==> src/rtl/mem_port_arbiter.sv <==
// mem_port_arbiter: shares one block memory port between I-cache and D-cache.
// Whole-transaction grants, held until mem_ready or until the requester aborts.
//
// Ports:
//   clk, proc_reset                 clock, synchronous active-high reset
//   i_read/i_write/i_addr/i_wdata   I-cache request side
//   i_rdata/i_ready                 I-cache response side
//   d_*                             same set for the D-cache
//   mem_read/mem_write/mem_addr     request to the memory
//   mem_wdata                       write data to the memory
//   mem_rdata/mem_ready             response from the memory
//
// Build option: define MEM_ARB_RR_EN to resolve simultaneous requests
// round-robin on the last grant. Without it, D-cache always wins a tie.
module mem_port_arbiter #(
    parameter int ADDR_W = 28,
    parameter int DATA_W = 128
) (
    input  logic              clk,
    input  logic              proc_reset,
    input  logic              i_read,
    input  logic              i_write,
    input  logic [ADDR_W-1:0] i_addr,
    input  logic [DATA_W-1:0] i_wdata,
    output logic [DATA_W-1:0] i_rdata,
    output logic              i_ready,
    input  logic              d_read,
    input  logic              d_write,
    input  logic [ADDR_W-1:0] d_addr,
    input  logic [DATA_W-1:0] d_wdata,
    output logic [DATA_W-1:0] d_rdata,
    output logic              d_ready,
    output logic              mem_read,
    output logic              mem_write,
    output logic [ADDR_W-1:0] mem_addr,
    output logic [DATA_W-1:0] mem_wdata,
    input  logic [DATA_W-1:0] mem_rdata,
    input  logic              mem_ready
);

    typedef enum logic [1:0] {
        IDLE  = 2'd0,
        GNT_I = 2'd1,
        GNT_D = 2'd2
    } state_t;

    state_t state;
    logic   i_req;
    logic   d_req;
    state_t tie_winner;

    assign i_req = i_read | i_write;
    assign d_req = d_read | d_write;

`ifdef MEM_ARB_RR_EN
    // Set when the D-cache completed the most recent transaction.
    logic last_d;

    assign tie_winner = last_d ? GNT_I : GNT_D;
`else
    assign tie_winner = GNT_D;
`endif

    // Grant state. An abort (request dropped before mem_ready) returns to
    // IDLE without updating the last-grant record.
    always_ff @(posedge clk) begin
        if (proc_reset) begin
            state <= IDLE;
`ifdef MEM_ARB_RR_EN
            last_d <= 1'b1;
`endif
        end else begin
            case (state)
                IDLE: begin
                    if (i_req && d_req) state <= tie_winner;
                    else if (i_req)     state <= GNT_I;
                    else if (d_req)     state <= GNT_D;
                end
                GNT_I: begin
                    if (mem_ready) begin
                        state <= IDLE;
`ifdef MEM_ARB_RR_EN
                        last_d <= 1'b0;
`endif
                    end else if (!i_req) begin
                        state <= IDLE;
                    end
                end
                GNT_D: begin
                    if (mem_ready) begin
                        state <= IDLE;
`ifdef MEM_ARB_RR_EN
                        last_d <= 1'b1;
`endif
                    end else if (!d_req) begin
                        state <= IDLE;
                    end
                end
                default: state <= IDLE;
            endcase
        end
    end

    // Port muxing depends only on the registered state and the granted
    // requester's inputs, so mem_ready never reaches the mem_* outputs.
    always_comb begin
        mem_read  = 1'b0;
        mem_write = 1'b0;
        mem_addr  = '0;
        mem_wdata = '0;
        i_rdata   = '0;
        i_ready   = 1'b0;
        d_rdata   = '0;
        d_ready   = 1'b0;
        case (state)
            GNT_I: begin
                mem_read  = i_read;
                mem_write = i_write;
                mem_addr  = i_addr;
                mem_wdata = i_wdata;
                i_rdata   = mem_rdata;
                i_ready   = mem_ready;
            end
            GNT_D: begin
                mem_read  = d_read;
                mem_write = d_write;
                mem_addr  = d_addr;
                mem_wdata = d_wdata;
                d_rdata   = mem_rdata;
                d_ready   = mem_ready;
            end
            default: ;
        endcase
    end

endmodule

==> config.mk <==
export PLATFORM = sky130hd
export DESIGN_NAME = mem_port_arbiter
export DESIGN_NICKNAME = d
export VERILOG_FILES = /design/src/rtl/mem_port_arbiter.sv
export SDC_FILE = /design/constraint.sdc
export NUM_CORES = 1
export LEC_CHECK = 0
export BUFFER_PORTS_ARGS = -buffer_cell sky130_fd_sc_hd__buf_2
export CAP_MARGIN = 25
export CORE_AREA = 2 2 335 337
export CTS_CLUSTER_SIZE = 28
export DETAILED_ROUTE_END_ITERATION = 10
export DIE_AREA = 0 0 337 339
export SLEW_MARGIN = 20
export SYNTH_ARGS = -nofsm -noshare
export SYNTH_HDL_FRONTEND = slang
export SYNTH_SLANG_ARGS = --single-unit
==> constraint.sdc <==
create_clock -name clk -period 1.71 [get_ports clk]
set_clock_uncertainty 0.1 [all_clocks]
set_input_delay 0.0855 -clock clk [delete_from_list [all_inputs] [get_ports clk]]
set_output_delay 0.0855 -clock clk [all_outputs]
set_load 0.03 [all_outputs]
# Word level (Yosys, flattened, before mapping)
# Cells that the tools add are included.
[totals]
register_bits = 2
latch_bits = 0
ram_bits = 0
romBits = 0
in_bits = 447
word_cells = 27
memories = 0
[classes]
addsub = 0
mul = 0
n_div = 0
order_cmp = 0
n_eq_ne = 5
shifts = 0
mux = 16
bitwise_logic = 2
n_reduce_logical = 3
[op_table]
columns = ["operator", "count"]
rows = [
  ["$mux W128", 2],
  ["$pmux W128 S2", 1],
  ["$pmux W28 S2", 1],
  ["$mux W2", 7],
  ["$ne A3 B3 Y1 const B", 2],
  ["$pmux W2 S3", 1],
  ["$ne A4 B4 Y1 const B", 1],
  ["$pmux W1 S2", 2],
  ["$reduce_and A3 Y1", 1],
  ["$eq A2 B1 Y1 const B", 1],
  ["$eq A2 B2 Y1 const B", 1],
  ["$logic_not A2 Y1", 1],
  ["$mux W1", 2],
  ["$or A1 B1 Y1", 2],
  ["$logic_and A1 B1 Y1", 1],
]

# Longest topological paths before layout
# Gate-level depths: netlist of the first run.
[depth]
ltp_word = 5
ltp_mapped = 7
ltp_nobuf = 5

# Least setup slack after synthesis of the first run
# Ideal clock, no wire load.
[synth_path]
kind = "reg-to-output"
startpoint = "register state[0]"
endpoint = "output mem_addr[0]"
arrival_time_ns = 1.558
slack_ns = -0.034
stages_incl_launch_ff = 6
path_buffers = 2
cell_sequence = "dfxtp_1 -> inv_1 -> ha_1 -> buf_2 -> clkbuf_1 -> nor2b_1"
[synth_between]
elab_chain_len = 2
[synth_rtl]
columns = ["element", "line_no", "text"]
rows = [
  ["from (decl)", "47", "state_t state;"],
  ["from (signal assigned)", "75", "if (i_req && d_req) state <= tie_winner;"],
  ["$eq A2 B2 Y1 / $eq A2 B1 Y1 (equally long branches)", "115", "case (state)"],
  ["$pmux W28 S2 (*)", "115", ""],
  ["to (decl)", "35", "output logic [ADDR_W-1:0] mem_addr,"],
]
# Every way passes the cells marked *; elsewhere a longest branch is shown, timed or not.

# Final worst setup path of the first run
[layout_path]
startpoint = "register state[0]"
endpoint = "output mem_addr[26]"
# Same word-level chain as after synthesis.

==> flow_summary_export.csv, run 1 <==
group,metric,value,unit
global_route,grt_use_met2,0.243,
worst_hold_path,hp-start,"d_write",
logic_synthesis,avgSynthCellArea,6.61,um2
global_route,antenna_found_initial,87,
clock_tree,clk_path_buf_depth,2,
critical_path,reg2reg_slack,-60,ps
critical_path,reg2reg_to,"state[1]",
timing,rsz0062_at_grt,"true",
place,pre_cts_ws,-529,ps
clock_tree,tritoncts,"built",
clock_tree,path_clk_slew,30,ps
routing,wire_per_inst,29.9,um
worst_hold_path,whs_endpoint,"state[0]",
critical_path,cp_num_buf_inv,4,
die,dieArea,114000,um2
place,place_congestion,0.955,
timing,setup_viol,401,
logic_synthesis,syn_nets,1126,
power,p_per_area,628,nW/um2
logic_synthesis,ys_seq_area_frac,0.00897,
cells_and_area,reg.largest.list,"state (2)",
global_route,use_met1,0.197,
timing,setup_tns,-58150,ps
routing,drt_iter0_drc,559,
critical_path,cp_slowest_cell,"a22oi_2",
critical_path,critPathArrivalTime,1890,ps
routing,vias_per_cell,3.12,
power,p_comb_frac,0.956,
worst_hold_path,whs_path_depth,4,
routing,drtAntennaViolNets,0,
die,rows,122,
global_route,first_global_vias,9043,
worst_hold_path,hold_path.class,"input port to flip-flop",
timing,min_period,2070,ps
cells_and_area,nets,2016,
critical_path,slowest_delay,450,ps
die,coreArea,110000,um2
cells_and_area,stdcell_count,3075,
cells_and_area,final_core_util,0.137,
power,p_int,4.48,mW
global_route,grt_max_degree,42,
clock_tree,htreeDepth,1,
clock_tree,clk_latency,220,ps
timing,setup_ws,-361,ps
logic_synthesis,synth_seq_cells,2,
timing,slew_violations,0,
critical_path,ff2ff_path_depth,8,
power,ir_drop,0.000383,V
cells_and_area,largest_register_ffs,2,
timing,maxSlewHeadroom,0.668,
place,port_buffers,862,
cells_and_area,drive_above_1_share,0.811,
routing,drt-pass1-iter-count,5,
critical_path,required,1520,ps
power,p_leak,6.68,nW
timing,post-route-period-util,1.21,
logic_synthesis,synth_area_leaders,"and2_1 36%, a22oi_1 27%, nor2b_1 22%",
power,power.total,9.51,mW
logic_synthesis,yosysTopAreaCellShare,0.361,
critical_path,rr_startpoint,"state[1]",
place,placed_cells,2998,
critical_path,crit_type,"flip-flop to output pin",
routing,routed_wl,91900,um
cells_and_area,syn_to_final_growth,239,%
logic_synthesis,synth_cell_types,23,
global_route,grt_pass1_wl,107000,um
power,clockPowerShare,0.037,
logic_synthesis,yosysTopAreaCell,"and2_1",
routing,route.detailed.drc,0,
die,io-pin-count,863,
global_route,grt.busiest_layer,"met2",
global_route,grt_overflow_total,0,
die,die_h,339,um
global_route,met3_usage,0.0315,
timing,max_freq,483,MHz
timing,hold_violations,0,
power,power.switching,5.03,mW
critical_path,cp-start-kind,"flip-flop",
clock_tree,cts.sinks,2,
timing,worst_pin_slew,498,ps
run_status,outcome,"finished with violations",
cells_and_area,top_register,"state",
place,place_hpwl,81000,um
routing,vias,9580,
die,start_util,0.0405,
power,sequentialPowerShare,0.007,
flow_run,maxCapViolations,0,
die,chipWidth,337,um
run_status,violations,"negative setup slack",
critical_path,path_max_fanout,5,
critical_path,crit_path_end_kind,"output pin",
logic_synthesis,syn_inst,676,
power,swShare,0.529,
cells_and_area,fillers,12800,
logic_synthesis,ys.warnings.count,0,
critical_path,critical_path.top_delay_family,"buffers and inverters",
clock_tree,root_buffer,"clkbuf_16",
logic_synthesis,netlist_area,4470,um2
clock_tree,cts_buffers,3,
critical_path,crit_path_cell_trace,"inv_4 > ha_4 > buf_12 > buf_16 > a22oi_2 > nor2b_1 > buf_4",
global_route,grt.total_usage,0.148,
[final cells by class]
cell class                      instances  area [um2]  share of cell area
Clock buffer                            3        75.1             0.00496
Inverter                                3        16.3             0.00108
Sequential cell                         2        47.5             0.00314
Tap cell                             1488        1860               0.123
Timing Repair Buffer                  966        8100               0.536
Multi-Input combinational cell        590        4970               0.328
Antenna cell                           23        57.6             0.00380
[cell usage in the layout (no fill, tap or decap), drive strengths merged]
cell type / instances
a221oi: 1
a22oi: 158
a32o: 1
and2: 258
buf: 942
clkbuf: 26
dfxtp: 2
diode: 23
dlygate4sd3: 1
ha: 3
inv: 3
nand2: 1
nand2b: 2
nor2: 2
nor2b: 158
nor3b: 1
o211ai: 1
o221ai: 1
o22a: 1
or2: 1
or3b: 1
[metrics by stage]
| stage | instance area, um2 | hold slack (ps) |
|---|---|---|
| global route | 15100 | 194 |
| finish | 15100 | 159 |
| global placement | 12500 | 197 |
| detailed placement | 12500 | 198 |
| floorplan | 4770 | 51.7 |
| CTS | 14000 | 149 |
[routing by layer]
| layer | part of all wire | routed length (um) |
|---|---|---|
| met5 | 0.0029 | 270 |
| met4 | 0.027 | 2520 |
| met3 | 0.067 | 6130 |
| met2 | 0.46 | 42300 |
| met1 | 0.44 | 40700 |
[worst register-to-register path, delay by kind of cell, from the launching register on]
family                   cells  cell delay [ps]
AO/OA/AOI/OAI                2              380
buffers and inverters        4              530
flip-flops                   1              370
adder cells (fa/ha/maj)      1              190
AND/OR/NAND/NOR              1               90
[how the worst max path moves through the flow]
| stage | end | from | depth (start not counted) |
|---|---|---|---|
| 2_1_floorplan | mem_read | state[0] | 7 |
| 3_3_place_gp | mem_wdata[18] | state[0] | 7 |
| 3_5_place_dp | mem_wdata[18] | state[1] | 7 |
| 4_1_cts | i_rdata[6] | state[1] | 6 |
| 5_1_grt | mem_addr[16] | state[0] | 7 |
| 6_report | mem_addr[26] | state[0] | 7 |
[repair_timing]
item / 4_1_cts / 5_1_grt
hold endpoints to repair: 1 / 0
pin swaps: 33 / 19
cloned: 8 / 13
resized for setup: 291 / 305
hold buffers: 1 / 0
endpoints found under the setup margin: 414 / 417
setup buffers: 23 / 10
[logic make-up (layout without fill, tap and decap cells)]
| family | Yosys count | after routing | share of synthesized area |
|---|---|---|---|
| fa+ha+maj | 3 | 3 | 0.00841 |
| simple gates | 424 | 424 | 0.595 |
| flops | 2 | 2 | 0.00897 |
| other cells | 0 | 23 | 0 |
| buf+inv | 84 | 972 | 0.111 |
| compound gates | 163 | 163 | 0.277 |
[synth_stat cells]
master / n
inv_1: 3
a22oi_1: 158
dfxtp_1: 2
a221oi_2: 1
clkbuf_1: 17
buf_4: 5
o211ai_1: 1
clkbuf_2: 15
nand2b_4: 1
nand2b_1: 1
or3b_1: 1
nor2b_1: 158
and2_1: 258
nor3b_1: 1
nand2_1: 1
buf_2: 30
or2_2: 1
ha_1: 3
buf_6: 14
o221ai_1: 1
a32o_1: 1
o22a_1: 1
nor2_1: 2
[power by group through the flow]
stage / combinational, mW / sequential [mW] / clock, mW
after floorplan: 3.54 / 0.0575 / 0
after global placement: 7.21 / 0.0619 / 0
after detailed placement: 7.24 / 0.0621 / 0
after CTS: 8.35 / 0.0667 / 0.360
after global routing: 9.51 / 0.0681 / 0.364
final: 9.08 / 0.0665 / 0.356
No activity file was read; power rests on OpenSTA's default activity.
==> run 2, diff against run 1 <==
- BUFFER_PORTS_ARGS: -buffer_cell sky130_fd_sc_hd__buf_2 -> not set
- CELL_PAD_IN_SITES_DETAIL_PLACEMENT: not set -> 1
- CELL_PAD_IN_SITES_GLOBAL_PLACEMENT: not set -> 1
- CORE_AREA: 2 2 335 337 -> 2 2 336 338
- DIE_AREA: 0 0 337 339 -> 0 0 338 340
- DONT_BUFFER_PORTS: not set -> 1
- PLACE_DENSITY_LB_ADDON: not set -> 0.1
==> run 2 against run 1 <==
  * The run still ends with negative setup slack left
  * Cell count fell by 15%
  * Wire length fell by 42%
  * Register-to-register slack got worse by 20 ps
  * Critical path depth stayed put
  * Global-route usage is 6.4 points lower
  * Core utilization shrank 1.4 points
  * Sequential share of layout area barely moved
  * Critical endpoint is now i_rdata[123]
  * Largest power group unchanged
  * Highest routed layer unchanged
==> flow_summary_export.csv, run 2 (same netlist as run 1, synthesis figures left out) <==
group,metric,value,unit
timing,worst_pin_slew,430,ps
routing,drtAntennaViolNets,0,
worst_hold_path,hold_path.class,"input port to flip-flop",
power,power.total,8.47,mW
critical_path,ff2ff_path_depth,8,
power,power.switching,4.17,mW
die,rows,123,
power,swShare,0.492,
worst_hold_path,whs_endpoint,"state[1]",
flow_run,maxCapViolations,0,
clock_tree,htreeDepth,1,
worst_hold_path,hp-start,"proc_reset",
power,p_int,4.30,mW
place,port_buffers,0,
clock_tree,tritoncts,"built",
clock_tree,root_buffer,"clkbuf_16",
timing,setup_tns,-41950,ps
clock_tree,clk_latency,220,ps
global_route,grt_max_degree,28,
run_status,outcome,"finished with violations",
critical_path,critPathArrivalTime,1760,ps
cells_and_area,final_core_util,0.123,
clock_tree,path_clk_slew,30,ps
die,coreArea,112000,um2
routing,routed_wl,53200,um
global_route,grt_overflow_total,0,
power,p_comb_frac,0.951,
critical_path,required,1520,ps
cells_and_area,nets,1567,
run_status,violations,"negative setup slack",
power,ir_drop,0.000332,V
critical_path,reg2reg_slack,-80,ps
critical_path,cp-start-kind,"flip-flop",
timing,max_freq,515,MHz
timing,hold_violations,0,
cells_and_area,top_register,"state",
cells_and_area,final_cell_mix,"240 x and2_1, 198 x buf_4, 157 x buf_6, 131 x buf_12, 94 x a22oi_2",
critical_path,path_max_fanout,19,
global_route,antenna_found_initial,8,
cells_and_area,largest_register_ffs,2,
die,dieArea,115000,um2
cells_and_area,syn_to_final_growth,207,%
routing,drt_iter0_drc,147,
die,start_util,0.0400,
cells_and_area,reg.largest.list,"state (2)",
critical_path,rr_startpoint,"state[0]",
power,p_per_area,617,nW/um2
timing,setup_viol,385,
critical_path,crit_type,"flip-flop to output pin",
power,p_leak,4.96,nW
global_route,grt_pass1_wl,66800,um
clock_tree,cts.sinks,2,
timing,maxSlewHeadroom,0.714,
routing,wire_per_inst,20.3,um
critical_path,reg2reg_to,"state[0]",
timing,min_period,1940,ps
timing,slew_violations,0,
routing,drt-pass1-iter-count,4,
power,clockPowerShare,0.041,
critical_path,crit_path_end_kind,"output pin",
timing,post-route-period-util,1.14,
power,sequentialPowerShare,0.008,
global_route,first_global_vias,7493,
routing,route.detailed.drc,0,
die,chipWidth,338,um
clock_tree,clk_path_buf_depth,2,
worst_hold_path,whs_path_depth,2,
routing,vias,7027,
global_route,grt.total_usage,0.0837,
timing,rsz0062_at_grt,"true",
clock_tree,cts_buffers,3,
die,die_h,340,um
timing,setup_ws,-232,ps
die,io-pin-count,863,
cells_and_area,final_common_cell,"and2_1",
routing,vias_per_cell,2.68,
place,place_hpwl,43100,um
cells_and_area,drive_above_1_share,0.697,
place,place_congestion,0.780,
## run 2: cell count changes in the layout (fill, tap and decap cells not counted), sizes merged
cell and change:
diode -16, buf -432, clkbuf -17
## run 2: worst max-delay path, stage by stage, from the launching register on
cell and delay (ps):
dfxtp_4 360, buf_6 100, ha_4 190, buf_12 190
buf_16 190, buf_8 140, and2_1 160, buf_6 140
## run 2: per-stage QoR
stage | cell area, um2 | std cells | hold slack [ps] | worst slack, ps
CTS | 12800 | 2610 | 36.8 | -274
floorplan | 4770 | 676 | 51.7 | 84.7
detailed placement | 11300 | 2569 | 60.0 | -289
global placement | 11300 | 2569 | 65.8 | -280
global route | 13700 | 2617 | 49.1 | -324
finish | 13700 | 2622 | 48.0 | -232
## run 2: layer usage
layer	vias to the layer above	track usage	part of all wire
met5	-	0	0.00077
met4	6	0.0141	0.011
met3	30	0.0267	0.096
met2	423	0.172	0.57
met1	3377	0.0799	0.32
li1	3191	-	-
## run 2: worst max path at each step
stage,startpoint,to
global route,state[0],i_rdata[123]
global placement,state[1],mem_addr[23]
CTS,state[0],mem_wdata[115]
finish,state[0],i_rdata[123]
floorplan,state[0],mem_read
detailed placement,state[1],mem_addr[23]
## run 2: repair_timing
action	in CTS	in global routing
hold buffers	1	0
gates resized for setup	193	212
pin swaps	8	8
endpoints found under the setup margin	409	416
buffers inserted	24	5
cloned	13	7
endpoints found under the hold margin	2	0
## run 2: area by class of cell
type	instances	area, um2
Antenna cell	7	17.5
Sequential cell	2	47.5
Inverter	3	16.3
Tap cell	1500	1880
Clock buffer	3	75.1
Timing Repair Buffer	517	6550
Fill cell	13100	97900
Multi-Input combinational cell	590	5140
## run 2: power groups by stage
stage	registers (mW)	logic (mW)	clock network [mW]
after floorplan	0.0575	3.54	0
after global placement	0.0601	6.35	0
after detailed placement	0.0613	6.31	0
after CTS	0.0667	7.67	0.357
after global routing	0.0682	8.51	0.364
final	0.0665	8.05	0.349
==> run 3, diff against run 2 <==
- clock period: 1.71 -> 2.15 ns (I/O delays scaled with it)
==> run 3 against run 2 <==
  * The flow now finishes without violations
  * Sequential share of layout area rose by 0.17 points
  * Worst hold slack lost 45 ps
  * Setup slack improved by 310 ps
  * Non-clock buffer count fell by 294
  * First-iteration DRC count is 94% higher
  * Clock power is 21% lower
  * Total power is 49% lower
  * Flip-flop and latch count is the same
  * Highest routed layer unchanged
==> flow_summary_export.csv, run 3 (same netlist as run 1, synthesis figures left out) <==
group,metric,value,unit
clock_tree,htreeDepth,1,
cells_and_area,syn_to_final_growth,84.5,%
cells_and_area,reg.largest.list,"state (2)",
critical_path,ff2ff_path_depth,7,
cells_and_area,seqCellArea,42.5,um2
global_route,grt_max_degree,64,
critical_path,cp_slowest_cell,"dfxtp_2",
critical_path,reg2reg_to,"state[1]",
global_route,grt_overflow_total,0,
critical_path,cp_num_buf_inv,4,
cells_and_area,largest_register_ffs,2,
critical_path,cp-start-kind,"flip-flop",
cells_and_area,multi_input_area,3980,um2
die,coreArea,112000,um2
clock_tree,root_buffer,"clkbuf_16",
clock_tree,cts_buffers,3,
clock_tree,tritoncts,"built",
routing,route.detailed.drc,0,
routing,wire_per_inst,16.5,um
global_route,grt_pass1_wl,47100,um
cells_and_area,nets,1273,
cells_and_area,fillers,13400,
worst_hold_path,whs_path_depth,2,
timing,hold_violations,0,
timing,hold_slack,2.94,ps
global_route,first_global_vias,6048,
cells_and_area,drive_above_1_share,0.290,
timing,post-route-period-util,0.962,
routing,vias,5911,
die,start_util,0.0400,
worst_hold_path,hp-start,"proc_reset",
timing,setup_viol,0,
routing,drt-pass1-iter-count,6,
global_route,antenna_found_initial,9,
place,port_buffers,0,
routing,drtAntennaViolNets,0,
clock_tree,clk_path_buf_depth,2,
critical_path,rr_startpoint,"state[0]",
timing,worst_pin_slew,420,ps
flow_run,maxCapViolations,0,
die,dieArea,115000,um2
global_route,grt.total_usage,0.0558,
timing,maxSlewHeadroom,0.722,
power,ir_drop,0.000176,V
worst_hold_path,hold_path.class,"input port to flip-flop",
cells_and_area,final_core_util,0.0738,
clock_tree,clk_latency,220,ps
die,rows,123,
critical_path,crit_type,"flip-flop to output pin",
routing,vias_per_cell,2.54,
die,die_h,340,um
timing,rsz0062_at_grt,"false",
die,io-pin-count,863,
place,place_congestion,0.791,
routing,routed_wl,38400,um
die,chipWidth,338,um
critical_path,required,1940,ps
cells_and_area,final_cell_mix,"258 x and2_1, 185 x buf_4, 158 x nor2b_1, 155 x a22oi_1, 21 x buf_12",
critical_path,cp_common_cell,"buf_16",
cells_and_area,final_common_cell,"and2_1",
timing,min_period,2070,ps
clock_tree,path_clk_slew,30,ps
timing,max_freq,484,MHz
critical_path,crit_path_cell_trace,"inv_2 > ha_4 > buf_16 > buf_16 > a22oi_1 > nor2b_1 > buf_4",
power,p_per_area,527,nW/um2
cells_and_area,top_register,"state",
timing,setup_tns,0,ps
critical_path,reg2reg_slack,340,ps
critical_path,slowest_delay,370,ps
worst_hold_path,whs_endpoint,"state[1]",
critical_path,critical_path.top_delay_family,"buffers and inverters",
power,p_leak,2.62,nW
clock_tree,cts.sinks,2,
run_status,outcome,"complete, no violations",
critical_path,crit_path_end_kind,"output pin",
routing,drt_iter0_drc,285,
place,place_hpwl,31200,um
timing,slew_violations,0,
critical_path,critPathArrivalTime,1860,ps
critical_path,path_max_fanout,38,
## run 3: worst max-delay path by stage
stage,start,end,slack (ps),cells after the start
6_report,state[1],mem_wdata[88],80,7
3_3_place_gp,state[0],mem_wdata[78],140,7
5_1_grt,state[1],mem_wdata[52],1,7
2_1_floorplan,state[0],mem_addr[0],380,5
4_1_cts,state[0],mem_addr[10],-20,8
3_5_place_dp,state[0],mem_addr[10],90,8
## run 3: worst register-to-register path: stages (launching register included)
cell       delay, ps
dfxtp_2          330
inv_2            120
ha_4             220
buf_4            170
clkbuf_16        220
nand2b_1         120
o22a_1           210
a32o_1           220
## run 3: layout make-up
| cell class | count | area share |
|---|---|---|
| flip-flops and latches | 2 | 0.00516 |
| clock buffers | 3 | 0.00911 |
| inverters | 3 | 0.00137 |
| diodes | 10 | 0.00304 |
| multi-input cells | 590 | 0.483 |
| well taps | 1500 | 0.228 |
| repair buffers | 223 | 0.270 |
## run 3: repair_timing
item                                   in CTS  in global routing
hold buffers                                1                  0
buffers inserted                            2                  3
resized for setup                          10                  6
pin swaps                                   1                  2
endpoints found under the hold margin       1                  0
cloned                                      2                  5
setup endpoints to repair                  49                 57
## run 3: layer usage
layer | global-route usage | part of all wire | vias up
met2 | 0.113 | 0.55 | 400
met4 | 0.00398 | 0.0059 | 6
li1 | - | - | 2584
met1 | 0.0581 | 0.36 | 2901
met5 | 0 | 0.0013 | -
met3 | 0.0147 | 0.077 | 20
## run 3: per-stage QoR
step	power [mW]	setup slack (ps)	area, um2	cells
final	4.34	81.8	8240	2331
after CTS	4.26	-16.1	8040	2313
after global placement	3.84	145	7810	2305
after floorplan	2.71	384	4470	676
after detailed placement	3.82	89.8	7810	2305
after global routing	4.62	1.35	8220	2323
## run 3: where the power goes
part	internal [mW]	switching, mW
Sequential	0.0438	0.00767
Combinational	1.45	2.56
Clock	0.236	0.0399
